### src/rtl/ssd_scanner.sv
// ssd_scanner: four-digit common-anode seven-segment display scanner.
//   Cycles through digits 0..3, giving each one CLK_DIV clock cycles. The first
//   BLANK_CYCLES of every slot keep all anodes off so segments can settle.
//   Display data is captured once per frame, at the first cycle of slot 0.
// Ports:
//   clk           system clock
//   reset         synchronous, active-high reset
//   ssd_bits      four display bytes, byte n -> digit n (digit 0 = rightmost)
//   ssd_char_mode 1 = bytes are character codes, 0 = raw segment patterns
//   seg           segment drive, active-low, seg[0..6] = a..g, seg[7] = dp
//   an            anode enables, active-low, an[n] drives digit n
module ssd_scanner #(
  parameter int CLK_DIV      = 50000,
  parameter int BLANK_CYCLES = 500
) (
  input  logic        clk,
  input  logic        reset,
  input  logic [31:0] ssd_bits,
  input  logic        ssd_char_mode,
  output logic [7:0]  seg,
  output logic [3:0]  an
);

  localparam int CW = (CLK_DIV > 1) ? $clog2(CLK_DIV) : 1;

  logic [CW-1:0] cnt_q, cnt_d;
  logic [1:0]    dig_q, dig_d;
  logic [31:0]   snap_bits_q, snap_bits_d;
  logic          snap_mode_q, snap_mode_d;
  logic [7:0]    seg_q, seg_d;
  logic [3:0]    an_q, an_d;

  logic          cnt_wrap;
  logic          frame_start;
  logic [7:0]    byte_sel;
  logic [6:0]    char_glyph;
  logic [7:0]    glyph;

  always_comb begin
    cnt_wrap    = (cnt_q == CW'(CLK_DIV - 1));
    cnt_d       = cnt_wrap ? '0 : cnt_q + CW'(1);
    dig_d       = cnt_wrap ? dig_q + 2'd1 : dig_q;

    frame_start = (cnt_q == '0) && (dig_q == 2'd0);
    snap_bits_d = frame_start ? ssd_bits      : snap_bits_q;
    snap_mode_d = frame_start ? ssd_char_mode : snap_mode_q;

    // Outputs are built from the snapshot as it stood before this cycle's
    // latch; at frame start the anodes are blanked, so the stale glyph never shows.
    byte_sel = snap_bits_q[{dig_q, 3'b000} +: 8];

    char_glyph = 7'h00;
    case (byte_sel[6:0])
      7'h00: char_glyph = 7'h3F;
      7'h01: char_glyph = 7'h06;
      7'h02: char_glyph = 7'h5B;
      7'h03: char_glyph = 7'h4F;
      7'h04: char_glyph = 7'h66;
      7'h05: char_glyph = 7'h6D;
      7'h06: char_glyph = 7'h7D;
      7'h07: char_glyph = 7'h07;
      7'h08: char_glyph = 7'h7F;
      7'h09: char_glyph = 7'h6F;
      7'h0A: char_glyph = 7'h77;
      7'h0B: char_glyph = 7'h7C;
      7'h0C: char_glyph = 7'h39;
      7'h0D: char_glyph = 7'h5E;
      7'h0E: char_glyph = 7'h79;
      7'h0F: char_glyph = 7'h71;
      7'h11: char_glyph = 7'h40;
      7'h12: char_glyph = 7'h08;
      default: char_glyph = 7'h00;
    endcase

    glyph = snap_mode_q ? {byte_sel[7], char_glyph} : byte_sel;

    seg_d = ~glyph;
    // Blanking window at slot start guarantees a gap between successive anodes.
    an_d  = (cnt_q < CW'(BLANK_CYCLES)) ? 4'b1111 : ~(4'b0001 << dig_q);
  end

  always_ff @(posedge clk) begin
    if (reset) begin
      cnt_q       <= '0;
      dig_q       <= '0;
      snap_bits_q <= '0;
      snap_mode_q <= 1'b0;
      seg_q       <= '1;
      an_q        <= '1;
    end else begin
      cnt_q       <= cnt_d;
      dig_q       <= dig_d;
      snap_bits_q <= snap_bits_d;
      snap_mode_q <= snap_mode_d;
      seg_q       <= seg_d;
      an_q        <= an_d;
    end
  end

  assign seg = seg_q;
  assign an  = an_q;

endmodule
### config.mk
export PLATFORM = sky130hd
export DESIGN_NAME = ssd_scanner
export DESIGN_NICKNAME = d
export VERILOG_FILES = /design/src/rtl/ssd_scanner.sv
export SDC_FILE = /design/constraint.sdc
export NUM_CORES = 1
export LEC_CHECK = 0
export CAP_MARGIN = 20
export CORE_UTILIZATION = 50
export CTS_BUF_LIST = sky130_fd_sc_hd__clkbuf_4 sky130_fd_sc_hd__clkbuf_8
export DETAILED_ROUTE_END_ITERATION = 16
export PLACE_DENSITY = 0.75
export SLEW_MARGIN = 20
export SYNTH_ARGS = -nofsm -noshare
export SYNTH_HDL_FRONTEND = slang
export SYNTH_SLANG_ARGS = --single-unit
export TNS_END_PERCENT = 20
### constraint.sdc
create_clock -name clk -period 5.9 [get_ports clk]
set_input_delay 1.18 -clock clk [delete_from_list [all_inputs] [get_ports clk]]
set_output_delay 1.18 -clock clk [all_outputs]
set_load 0.05 [all_outputs]
Word level (Yosys, flattened, before mapping)
Memory sizes are Yosys's and may differ from the RTL's.
Cells that the tools add are included.
- bits in registers: 63
- bits in latches: 0
- RAM bits: 0
- ROM bits: 224
- bits of input ports: 35
- output and inout bits: 12
- word-level logic and storage cells: 23
- memories: 1
- $add $sub $neg: 2
- multipliers: 0
- divide/modulo/power cells: 0
- magnitude comparators: 1
- eq/ne operators: 1
- shift operators: 2
- muxes and demuxes: 2
- bitwise logic cells: 2
- reduce and logical (&&, ||, !) cells: 6
- memories (memory ; words ; bits a word ; read ports ; clocked after Yosys merged registers in ; wr ports ; line ; RTL):
    (name not given) ; 32 ; 7 ; 1 ; 0 ; 0 ; 53 ; case (byte_sel[6:0])
- operators with widths (kind ; count):
    indexed part select 32 x 6 -> 8 bit ; 1
    adder 16 x 1 -> 16 bit, second input constant ; 1
    == test 16 bit, second input constant ; 1
    logical NOT 16 bit ; 1
    < comparator 16 x 9 -> 1 bit, second input constant ; 1
    2-to-1 mux 7 bit ; 2
    inverter 8 bit ; 1
    logical NOT 2 bit ; 2
    inverter 4 bit ; 1
    OR reduction 2 bit ; 2
    left shift 1 x 2 -> 4 bit, first input constant ; 1
    adder 2 x 1 -> 2 bit, second input constant ; 1
    logical AND 1 bit ; 1

Longest topological paths before layout
- depth in word-level cells: 5
- gate-level depth with buffers: 8

Worst setup path before layout
OpenSTA, ideal clock, no wires.
- path type: input -> register
- start: input reset
- end: register snap_bits_q[14]
- library setup time: 0.129 ns
- data arrival time: 2.052 ns
- required time: 5.771 ns
- setup slack: 3.718 ns
- stages on the path: 3
- cells stage by stage: clkbuf_8 dlygate4sd3_1 a21oi_1
- RTL lines (element ; line ; RTL):
    start, declared ; 17 ; input logic reset,
    end signal, assigned ; 93 ; snap_bits_q <= snap_bits_d;
    end, declared ; 28 ; logic [31:0] snap_bits_q, snap_bits_d;
No word-level cell between the ends.

Worst setup path after layout
- start: register an_q[0], in the netlist an[0]
- end: output an[0]
- RTL lines (element ; line ; RTL):
    start, declared ; 31 ; logic [3:0] an_q, an_d;
    start signal, assigned ; 96 ; an_q <= an_d;
    end, declared ; 21 ; output logic [3:0] an
No word-level cell between the ends.

==> summary.md <==
| Metric | Value |
|---|---|
| Die width | `81.1 µm` |
| Critical path class | `register to output pin` |
| CTS root buf | `clkbuf_8` |
| Final nets | `414` |
| Max H-tree Level | `3` |
| CP delay by family, top | `buffers and inverters` |
| Final Setup Violations | `0` |
| Synth unique cells | `47` |
| Final routed DRC violation total | `0` |
| Switch share | `0.253` |
| Worst min path class | `register to register` |
| Cell Rows | `28` |
| Mapped cell area | `~3100 µm²` |
| Post-synthesis sequential area ratio | `0.403` |
| Final min period | `2.64 ns` |
| Max Slew Vio Count | `0` |
| Core area | `between 5000 and 6000 µm²` |
| DRT Wirelength | `approximately 6900 µm` |
| Ports | `47` |
| Pwr Density | `around 290 nW/µm²` |
| Logic pwr share | `0.160` |
| Fraction of layout cells with a size suffix above 1 | `0.105` |
| TritonCTS clock tree | `done` |
| Post-synthesis cell count | `~330` |
| Final setup margin | `between 3 and 4 ns` |
| Vias in the first global route | `about 2,400` |
| Detailed placement HPWL | `4610 µm` |
| GRT Residual Overflow | `0` |
| Fillers | `489` |
| Worst setup EP type | `output pin` |
| Clock Latency Late Sink | `between 0.3 and 0.4 ns` |
| Initial antenna violation count | `0` |
| Post-CTS sizing | `0` |
| Max cap viols | `0` |
| Leakage | `approximately 1.3 nW` |
| Cell-by-cell trace of the critical path | `clkdlybuf4s50_1` |
| Slew @ Worst Pin | `roughly 0.74 ns` |
| Diode count | `0` |
| Pre-CTS WS | `just under 3 ns` |
| Largest net degree at the start of global routing | `43` |
| DR vias | `approximately 2,600` |
| Tot GR Track Use | `0.230` |
| Post-synth EDFFs | `0` |
| Post-synth net total | `381` |
| Maximum clock frequency | `about 380 MHz` |
| Initial Util | `0.522` |
| Final Cycle Share | `0.448` |
| Die span in y | `about 81 µm` |
| DRT antenna net count | `0` |
| Slowest stage delay, CP | `approximately 0.8 ns` |
| CTS max path bufs | `2` |
| Reg clk slew, reported paths | `0.06 ns` |
| Port bufs | `46` |
| Fin Setup TNS | `0 ns` |
| RSZ-0062 raised after global routing | `false` |
| Crit-path slowest cell | `clkdlybuf4s50_1` |
| Slew HR | `0.506` |
| CP Max Fanout | `1` |
| Via-to-Cell Ratio | `5.76` |
| Worst path bufs/invs | `1` |
| Synth warn | `0` |
| Initial drt markers | `between 150 and 200` |
| Crit start category | `register` |
| FF-to-FF setup slack | `3.34 ns` |
| Reg power frac | `0.439` |
| Switching power total | `about 0.27 mW` |
| Status | `complete, no violations` |
| First-pass iteration count of the detailed router | `5` |
| Final Hold Violating Endpoints | `0` |
| Post-cts hold buffer count | `0` |
| Global-route wire length before repair | `~11,000 µm` |
| Total die area | `between 6000 and 7000 µm²` |
| Total setup buffers inserted after CTS | `0` |
| Clock share of power | `0.401` |
| Wire per inst | `approximately 15 µm` |
| Pwr Total | `1.07 mW` |
| Arr. time, crit path | `~1.5 ns` |
| Synth-to-Final Area Change | `19.0%` |
| Synthesized area per cell | `between 9 and 10 µm²` |
| Ys async rst share | `0` |
| Setup Skew | `a little under 0.01 ns` |
| #FFs+latches synth | `63` |
| Routability cong. | `between 0.8 and 0.9` |
| Most used flip-flop cell after synthesis | `dfxtp_1` |
| Internal power | `0.799 mW` |
| Max VDD drop | `between 100 and 150 µV` |
| TritonCTS Buffers | `9` |
| Sink Count | `63` |
| Worst EP required | `~4.7 ns` |
[cell families (layout without fill, tap and decap cells)]
kind of cell,Yosys count,after routing,share of synthesized area
AO/OA/AOI/OAI,92,92,0.161
XOR/XNOR,11,11,0.0308
adder cells (fa/ha/maj),12,12,0.0480
buffers and inverters,37,75,0.0804
flip-flops,63,63,0.403
multiplexers,14,14,0.0776
AND/OR/NAND/NOR,105,105,0.200
[layer usage]
layer  global-route usage  share of wire  wire length [µm]
met2                0.384           0.49              3400
met3               0.0551          0.050               343
met4                0.118          0.021               148
met5                    0              0                 0
met1                0.275           0.44              3030
[worst register-to-register path, delay by kind of cell (launching register included)]
| family | cells | cell delay [ns] |
|---|---|---|
| simple gates | 2 | 1.11 |
| flops | 1 | 0.54 |
| compound gates | 2 | 0.39 |
| buf+inv | 1 | 0.19 |
| fa+ha+maj | 1 | 0.19 |
[final timing paths]
path,end,start,cells past startpoint
worst max register to register,snap_bits_q[0],dig_q[0],6
worst max-delay path,an[0],an[0],1
worst min register to register,snap_bits_q[17],snap_bits_q[17],2
worst min-delay path,snap_bits_q[17],snap_bits_q[17],2
[metrics by stage]
step	util	cells	hold WS, ns	instance area [µm²]
after global routing	0.622	447	0.489	3720
after floorplan	-	334	0.436	3130
after global placement	0.583	431	0.452	3490
final	0.622	447	0.463	3720
after detailed placement	0.583	431	0.458	3490
after CTS	0.622	447	0.466	3720
[state kept, by name (all words and copies together), names as in the netlist]
signal / flops
snap_bits_q: 32
dig_q: 2
cnt_q: 16
seg: 8
snap_mode_q: 1
an: 4
[cells in the mapped netlist, types with 2 or more instances]
cell type | count | area share
a21oi_1 | 40 | 0.064
nor2_1 | 16 | 0.019
nand2_1 | 11 | 0.013
o21ai_0 | 8 | 0.013
dlygate4sd3_1 | 2 | 0.0064
o21ai_1 | 30 | 0.048
nor4_4 | 3 | 0.020
buf_4 | 3 | 0.0072
a22oi_1 | 3 | 0.0072
clkbuf_8 | 2 | 0.0088
or3_1 | 3 | 0.0060
mux4_2 | 8 | 0.058
and2_1 | 2 | 0.0040
buf_2 | 8 | 0.013
or4_4 | 2 | 0.0072
mux2_2 | 2 | 0.0072
nand4_1 | 6 | 0.012
and4_1 | 3 | 0.0084
xor2_1 | 8 | 0.022
inv_1 | 10 | 0.012
o31ai_1 | 2 | 0.0048
clkbuf_1 | 7 | 0.0084
nor3_1 | 2 | 0.0032
o211ai_1 | 2 | 0.0048
nand2b_1 | 4 | 0.0080
ha_1 | 12 | 0.048
mux2i_1 | 4 | 0.013
nand3_1 | 42 | 0.067
buf_6 | 4 | 0.014
dfxtp_1 | 63 | 0.40
xnor2_1 | 3 | 0.0084
or4_1 | 3 | 0.0072
a211o_1 | 2 | 0.0056
[layout by cell type, fill, tap and decap left out, types with 10 or more instances in the layout]
master and instances:
o21ai_1 30, ha_1 12, nand2_1 11, dfxtp_1 63, nor2_1 16, a21oi_1 40
nand3_1 42, clkdlybuf4s50_1 46, inv_1 10, clkbuf_8 11
[layout make-up]
class                   instances  area (µm²)  area share
clock buffers                  13         166      0.0447
inverters                      10        37.5      0.0101
clock inverters                 3        65.1      0.0175
multi-input cells             234        1620       0.434
repair buffers                 49         483       0.130
well taps                      75        93.8      0.0252
flip-flops and latches         63        1260       0.339
[power groups by stage]
stage / Clock (mW) / Sequential, mW / Combinational [mW]
after global placement: 0 / 0.477 / 0.166
after detailed placement: 0 / 0.479 / 0.169
after CTS: 0.434 / 0.470 / 0.170
after global routing: 0.457 / 0.473 / 0.187
final: 0.430 / 0.470 / 0.171
after floorplan: 0 / 0.489 / 0.106
Note: power is estimated with default switching activity, not from simulation.
